===== config.mk =====
export PLATFORM = sky130hd
export DESIGN_NAME = td4_regfile
export DESIGN_NICKNAME = d
export VERILOG_FILES = /design/src/rtl/td4_pkg.sv /design/src/rtl/td4_pc.sv /design/src/rtl/td4_regfile.sv
export SDC_FILE = /design/constraint.sdc
export NUM_CORES = 1
export LEC_CHECK = 0
export ABC_AREA = 0
export BUFFER_PORTS_ARGS = -buffer_cell sky130_fd_sc_hd__buf_4
export CAP_MARGIN = 30
export CORE_AREA = 2 2 57 46
export CTS_BUF_LIST = sky130_fd_sc_hd__clkbuf_8
export CTS_CLUSTER_SIZE = 20
export DETAILED_ROUTE_END_ITERATION = 10
export DIE_AREA = 0 0 59 48
export GPL_TIMING_DRIVEN = 0
export PLACE_DENSITY = 0.55
export SKIP_CTS_REPAIR_TIMING = 1
export SLEW_MARGIN = 20
export SYNTH_ARGS = -nofsm -noshare
export SYNTH_HDL_FRONTEND = slang
export SYNTH_HIERARCHICAL = 1
export SYNTH_SLANG_ARGS = --single-unit
export TNS_END_PERCENT = 30

===== constraint.sdc =====
create_clock -name CLK -period 1.8 [get_ports CLK]
set_clock_uncertainty 0.1 [all_clocks]
set_input_delay 0.09 -clock CLK [delete_from_list [all_inputs] [get_ports CLK]]
set_output_delay 0.09 -clock CLK [all_outputs]
set_load 0.03 [all_outputs]

===== src/rtl/td4_pkg.sv =====
// Shared defaults and LOAD-vector bit positions for the TD4 register file.
package td4_pkg;

  localparam int unsigned TD4_DATA_W = 4;
  localparam int unsigned TD4_ADDR_W = 4;
  localparam int unsigned TD4_NREG   = 2;

  localparam int unsigned LD_A = 0;
  localparam int unsigned LD_B = 1;

  // Output-port and PC enables sit directly above the general registers.
  function automatic int unsigned ld_out(input int unsigned nreg);
    return nreg;
  endfunction

  function automatic int unsigned ld_pc(input int unsigned nreg);
    return nreg + 1;
  endfunction

endpackage : td4_pkg


===== src/rtl/td4_pc.sv =====
// TD4 program counter: loadable, stallable, free-running counter with a
// one-cycle pulse when it rolls over from all-ones to zero.
module td4_pc #(
  parameter int unsigned ADDR_W = 4,
  parameter int unsigned DATA_W = 4
) (
  input  logic              clk,
  input  logic              rst_n,
  input  logic              stall,
  input  logic              load_n,
  input  logic [DATA_W-1:0] load_data,
  output logic [ADDR_W-1:0] pc,
  output logic              wrap
);

  logic [ADDR_W-1:0] pc_next_c;
  logic              wrap_next_c;

  // Next PC: a load takes the bus value (width-adjusted); otherwise count up.
  always_comb begin
    pc_next_c   = pc;
    wrap_next_c = 1'b0;
    if (!stall) begin
      if (!load_n) begin
        pc_next_c = ADDR_W'(load_data);
      end else begin
        pc_next_c   = pc + ADDR_W'(1);
        wrap_next_c = &pc;
      end
    end
  end

  always_ff @(posedge clk or negedge rst_n) begin
    if (!rst_n) begin
      pc   <= '0;
      wrap <= 1'b0;
    end else begin
      pc   <= pc_next_c;
      wrap <= wrap_next_c;
    end
  end

endmodule : td4_pc


===== src/rtl/td4_regfile.sv =====
// TD4 register file: general registers, output port, carry flag and PC,
// all written from one shared bus under active-low per-destination enables.
module td4_regfile
  import td4_pkg::*;
#(
  parameter int unsigned DATA_W = TD4_DATA_W,
  parameter int unsigned NREG   = TD4_NREG,
  parameter int unsigned ADDR_W = TD4_ADDR_W
) (
  input  logic                   CLK,
  input  logic                   RST,
  input  logic                   STALL,
  input  logic [NREG+1:0]        LOAD,
  input  logic [DATA_W-1:0]      IN_DATA,
  input  logic                   CARRY_IN,
  output logic [NREG*DATA_W-1:0] OUT_REG,
  output logic [DATA_W-1:0]      OUT_PORT,
  output logic [ADDR_W-1:0]      ADDRESS,
  output logic                   CARRY,
  output logic                   WRAP
);

  localparam int unsigned LD_OUT_IDX = ld_out(NREG);
  localparam int unsigned LD_PC_IDX  = ld_pc(NREG);

  logic [DATA_W-1:0] gpr_q [NREG];

  // One enable-gated register per general-purpose slot.
  for (genvar i = 0; i < NREG; i++) begin : g_gpr
    always_ff @(posedge CLK or negedge RST) begin
      if (!RST) begin
        gpr_q[i] <= '0;
      end else if (!STALL && !LOAD[i]) begin
        gpr_q[i] <= IN_DATA;
      end
    end

    assign OUT_REG[i*DATA_W +: DATA_W] = gpr_q[i];
  end

  always_ff @(posedge CLK or negedge RST) begin
    if (!RST) begin
      OUT_PORT <= '0;
    end else if (!STALL && !LOAD[LD_OUT_IDX]) begin
      OUT_PORT <= IN_DATA;
    end
  end

  // Carry reflects the most recent executed instruction, so it follows
  // CARRY_IN on every unstalled edge.
  always_ff @(posedge CLK or negedge RST) begin
    if (!RST) begin
      CARRY <= 1'b0;
    end else if (!STALL) begin
      CARRY <= CARRY_IN;
    end
  end

  td4_pc #(
    .ADDR_W (ADDR_W),
    .DATA_W (DATA_W)
  ) u_pc (
    .clk       (CLK),
    .rst_n     (RST),
    .stall     (STALL),
    .load_n    (LOAD[LD_PC_IDX]),
    .load_data (IN_DATA),
    .pc        (ADDRESS),
    .wrap      (WRAP)
  );

endmodule : td4_regfile


Word-level counts from Yosys, hierarchy flattened
Cells that the tools add are included.
{"block": "classes", "addsub": 1, "multipliers": 0, "div_mod_pow": 0, "n_lt_le_gt_ge": 0, "n_eq_ne": 0, "n_shift": 0, "mux": 3, "bitwise_logic": 0, "reduce_logical": 8}
{"operator": "$add A4 B1 Y4 const B", "count": 1}
{"operator": "$logic_not A1 Y1", "count": 4}
{"operator": "$mux W4", "count": 1}
{"operator": "$reduce_and A4 Y1", "count": 1}
{"operator": "$logic_and A1 B1 Y1", "count": 3}
{"operator": "$mux W1", "count": 2}
{"block": "totals", "register_bits": 18, "latchBits": 0, "mem_bits_rw": 0, "mem_bits_ro": 0, "mem_count": 0}

Depth between registers and ports, before layout
{"block": "depth", "depth_word": 3, "depth_mapped": 4, "ltp_nobuf": 4}

Modules after synthesis
Netlist, hierarchy kept.
{"module": "td4_regfile", "instances": 1, "cells_per_inst": 29, "area_each_um2": 483.0}
{"module": "td4_pc", "instances": 1, "cells_per_inst": 26, "area_each_um2": 260.2}

Least setup slack after synthesis
No wires, ideal clock.
{"block": "synth_path", "path_type": "register -> register", "startpoint": "register u_pc.pc[0]", "endpoint": "register u_pc.pc[3]", "arrival_time_ns": 1.213, "t_required_ns": 1.631, "setup_slack_ns": 0.418, "path_stages_with_launch": 4, "path_buffers": 0, "period_less_slack_ns": 1.382, "path_cell_list": "dfrtp_1 -> nand3_1 -> or4b_1 -> nand3_1"}
{"block": "synth_via", "elab_chain_cells": 2}
{"element": "start: declaration", "line_no": "td4_pc.sv:12", "text": "output logic [ADDR_W-1:0] pc,"}
{"element": "start signal: assignment", "line_no": "td4_pc.sv:38", "text": "pc <= pc_next_c;"}
{"element": "$add A4 B1 Y4", "line_no": "td4_pc.sv:27", "text": "pc_next_c = pc + ADDR_W'(1);"}
{"element": "$mux W4", "line_no": "td4_pc.sv:24", "text": "if (!load_n) begin"}
Every way passes these cells.
A chain may end at the register's enable or synchronous reset.

Final worst setup path
Same ends and word-level chain as after synthesis.

==> results summary <==
The flow ran to the end, and the final reports show no timing, DRC or antenna violations. Setup repair after global routing left no endpoint under its margin. The number of remaining DRC errors is 0. The launch instance of the worst register-to-register path is u_pc/pc[0]$_DFFE_PN0N_. After layout, the minimum clock period comes to between 1 and 1.5 ns. The worst-path maximum fanout is 5.

The initial antenna violation count came out at 0. The proportion of power drawn by combinational gates is 0.298. The startpoint identified for the worst hold timing path is IN_DATA[3].

The share of total power dissipated in the clock network is 0.271. The insertion delay of the later-clocked pin in the worst-skew pair is 0.25 ns. The mean routed wirelength per cell is ~14 microns.

The width of the chip came out at around 59 microns. The root buffer cell chosen for the clock tree is sky130_fd_sc_hd__clkbuf_8. The critical setup path kind is reg2reg. The final hold violation count came out at 0. The cell occurring most often along the worst timing path is sky130_fd_sc_hd__nand3_1. The initial utilization of the core area, before any placement, comes to 0.336. Across the VDD grid, the largest voltage drop is 504 uV.

The top cell types in the final layout, fill and taps aside, are sky130_fd_sc_hd__buf_4 (28), sky130_fd_sc_hd__dfrtp_1 (18), sky130_fd_sc_hd__mux2_2 (13). In this run the remaining antenna-violating nets after routing total 0. Of the available clock period, the critical path in the final layout requires 0.724. The detailed-route vias per instance came out at 4.80. The critical path goes through nand3_1 > or4b_1 > nand3_1.

The synthesized netlist contains 17 unique library cells. Yosys mapped a number of flops with a built-in enable equal to 0. The count of pins over their slew limit came out at 0. The first-pass iteration count of the detailed router is 2. The internal power consumption is 0.809 mW. The maximum number of pins on one net before global-route repair came out at 19. Leaving out fill and tap cells, the most frequent cell in the layout is sky130_fd_sc_hd__buf_4.

The peak-usage layer in the global routing report is met2. The TritonCTS sink count came out at 18. The depth of the worst hold-timing path is 2. The routed wire length came out at 1570 microns. The sequential area share after synthesis is 0.606.

TritonCTS built the clock tree. The worst-case hold path end point is OUT_REG[7]$_DFFE_PN0P_. The switching power came out at 0.368 mW. Of the cells placed in the final design, the portion with a size suffix greater than 1 is 0.522.

The number of synthesized register bits came out at 18. The area inside the core boundary came out at 2210 sq um. The sequential share of power came out at 0.431.

Once layout is complete, the utilization of the core stands at 0.483. The worst register-to-register path has a depth of 3. The pin slew with the least headroom to its limit came out at about 0.36 ns. The detailed router placed 552 vias in this run. The endpoint identified for the worst register-to-register timing path is u_pc/pc[3]$_DFFE_PN0N_.

The average size of a mapped cell is 13.5 sq um. For this design the ratio of total power to cell area is 1100 nW/um^2. The global-route track usage on met1 came out at 0.146. The met3 track demand over resource in global routing came out at 0.0541. The maximum achievable frequency is 767 MHz. The cell type with the largest total area after synthesis is sky130_fd_sc_hd__dfrtp_1. After technology mapping, the gate count stands at 55. The routing usage on met2 came out at 0.211. The required time at the worst-slack endpoint is between 1.5 and 2 ns.

The die span in y is 48 microns. The mapped cell area is ~740 sq um. The critical path data arrival time is 1.39 ns. The H-tree depth came out at 1. The fraction of synthesized cell area taken by the top area cell type came out at 0.606. Clock-pin slew was measured on the worst setup and hold paths at 0.07 ns.

The total setup violations reported at the end of the flow came out at 0. The number of nets handed over by synthesis was 68. The max-slew headroom at the worst pin came out at 0.756. In this run, CTS created clock tree buffers numbering 3.

The die covers 2830 sq um. The number of global-route vias before repair was about 550. The number of placement rows came out at 15.

The detailed-placement wirelength estimate came out at 1180 microns. The kind of start point of the critical path is a flip-flop. The number of nets in the layout came out at 104. The area added between synthesis and finish came out at 43.9%. The first-pass GRT wire length is 2440 microns.

The clock passes through at most 2 buffers. The number of warning messages in the yosys log is 6. The worst setup path is captured at a flip-flop. Yosys attributes the largest share of cell area to sky130_fd_sc_hd__dfrtp_1 (61%), sky130_fd_sc_hd__mux2_2 (20%), sky130_fd_sc_hd__nand3_1 (2.7%), sky130_fd_sc_hd__nor2_1 (2.0%), sky130_fd_sc_hd__ha_1 (1.7%).

The setup check on the worst reg-to-reg path leaves a slack of 0.50 ns. The number of violations of the max-capacitance limit is 0. Among all stages on the critical path, the largest delay is contributed by sky130_fd_sc_hd__or4b_1.

For this block, the initial DRC count from the detailed router was 9. The number of buffer cells added on primary ports is 28. The total overflow reported by the global router came out at 0. The setup TNS after final layout came out at 0 ns. 30 I/O pins were placed. The switching portion of total power came out at 0.313. The tightest min-delay check is of the in2reg type. The congestion estimate from routability-driven global placement came to 0.697. The most used flip-flop cell after synthesis is sky130_fd_sc_hd__dfrtp_1. In this run the static leakage power is 0.500 nW. 0 antenna diodes ended up in the layout. In the global route stage, overall resource usage came out at 0.121. The share of flip-flops with an asynchronous set or reset after synthesis is 1.00.

The peak per-stage delay on the critical path came out at a little under 0.5 ns.
==> registers in the layout, summed over array words and instances (netlist names) <==
register / count
u_pc/wrap: 1
u_pc/pc: 4
OUT_PORT: 4
CARRY: 1
OUT_REG: 8
==> critical path, delay by kind of cell (launching register included) <==
kind / cells / cell delay (ns)
DFF: 1 / 0.43
and+or+nand+nor: 3 / 0.71
==> cell families (layout without fill, tap and decap cells) <==
family,after synthesis,after routing,share of synthesized area
buffers and inverters,3,38,0.0185
flip-flops,18,18,0.606
AND/OR/NAND/NOR,14,14,0.0993
AO/OA/AOI/OAI,5,5,0.0488
adder cells (fa/ha/maj),1,1,0.0168
multiplexers,14,14,0.210
==> power groups by stage <==
stage | Sequential, mW | Combinational, mW | Clock [mW]
6_report | 0.508 | 0.350 | 0.319
4_1_cts | 0.509 | 0.349 | 0.334
2_1_floorplan | 0.630 | 0.0846 | 0
3_5_place_dp | 0.515 | 0.349 | 0
5_1_grt | 0.518 | 0.376 | 0.341
3_3_place_gp | 0.513 | 0.345 | 0
==> cell type report <==
cell class	instances	area, sq um
timing repair buffer	31	240
clock buffer	4	55.1
inverter	1	3.75
fill	223	1140
multi-input combinational	34	279
buffer	2	10.0
sequential	18	450
tap	25	31.3
==> per-stage QoR <==
stage	instance area, sq um	hold WS (ns)	setup slack, ns	power [mW]	std cells
floorplan	743	-0.306	0.418	0.714	55
global placement	985	-0.126	0.562	0.858	108
detailed placement	985	-0.125	0.528	0.864	108
CTS	1040	-0.401	0.512	1.19	112
global route	1070	0.0102	0.427	1.23	115
finish	1070	0.00576	0.496	1.18	115
==> synth_stat cells (2+ instances only) <==
library cell / number
sky130_fd_sc_hd__nand3_1: 4
sky130_fd_sc_hd__o21ai_0: 2
sky130_fd_sc_hd__buf_2: 2
sky130_fd_sc_hd__mux2_2: 13
sky130_fd_sc_hd__dfrtp_1: 18
sky130_fd_sc_hd__nor3_1: 2
sky130_fd_sc_hd__nor2_1: 4
==> worst max-delay path by stage <==
stage / from / endpoint / slack [ns]
after global routing: u_pc/pc[0]$_DFFE_PN0N_ / u_pc/pc[3]$_DFFE_PN0N_ / 0.43
final: u_pc/pc[0]$_DFFE_PN0N_ / u_pc/pc[3]$_DFFE_PN0N_ / 0.50
after floorplan: u_pc/pc[0]$_DFFE_PN0N_ / u_pc/pc[3]$_DFFE_PN0N_ / 0.42
after detailed placement: u_pc/pc[0]$_DFFE_PN0N_ / u_pc/pc[3]$_DFFE_PN0N_ / 0.53
after CTS: u_pc/pc[0]$_DFFE_PN0N_ / u_pc/pc[3]$_DFFE_PN0N_ / 0.51
after global placement: u_pc/pc[0]$_DFFE_PN0N_ / u_pc/pc[3]$_DFFE_PN0N_ / 0.56
==> per-layer routing <==
metal	up-vias	routed length, microns
li1	272	-
met1	263	707
met2	17	769
met3	0	95
met4	0	0
met5	-	0
(Power assumes the default switching activity.)
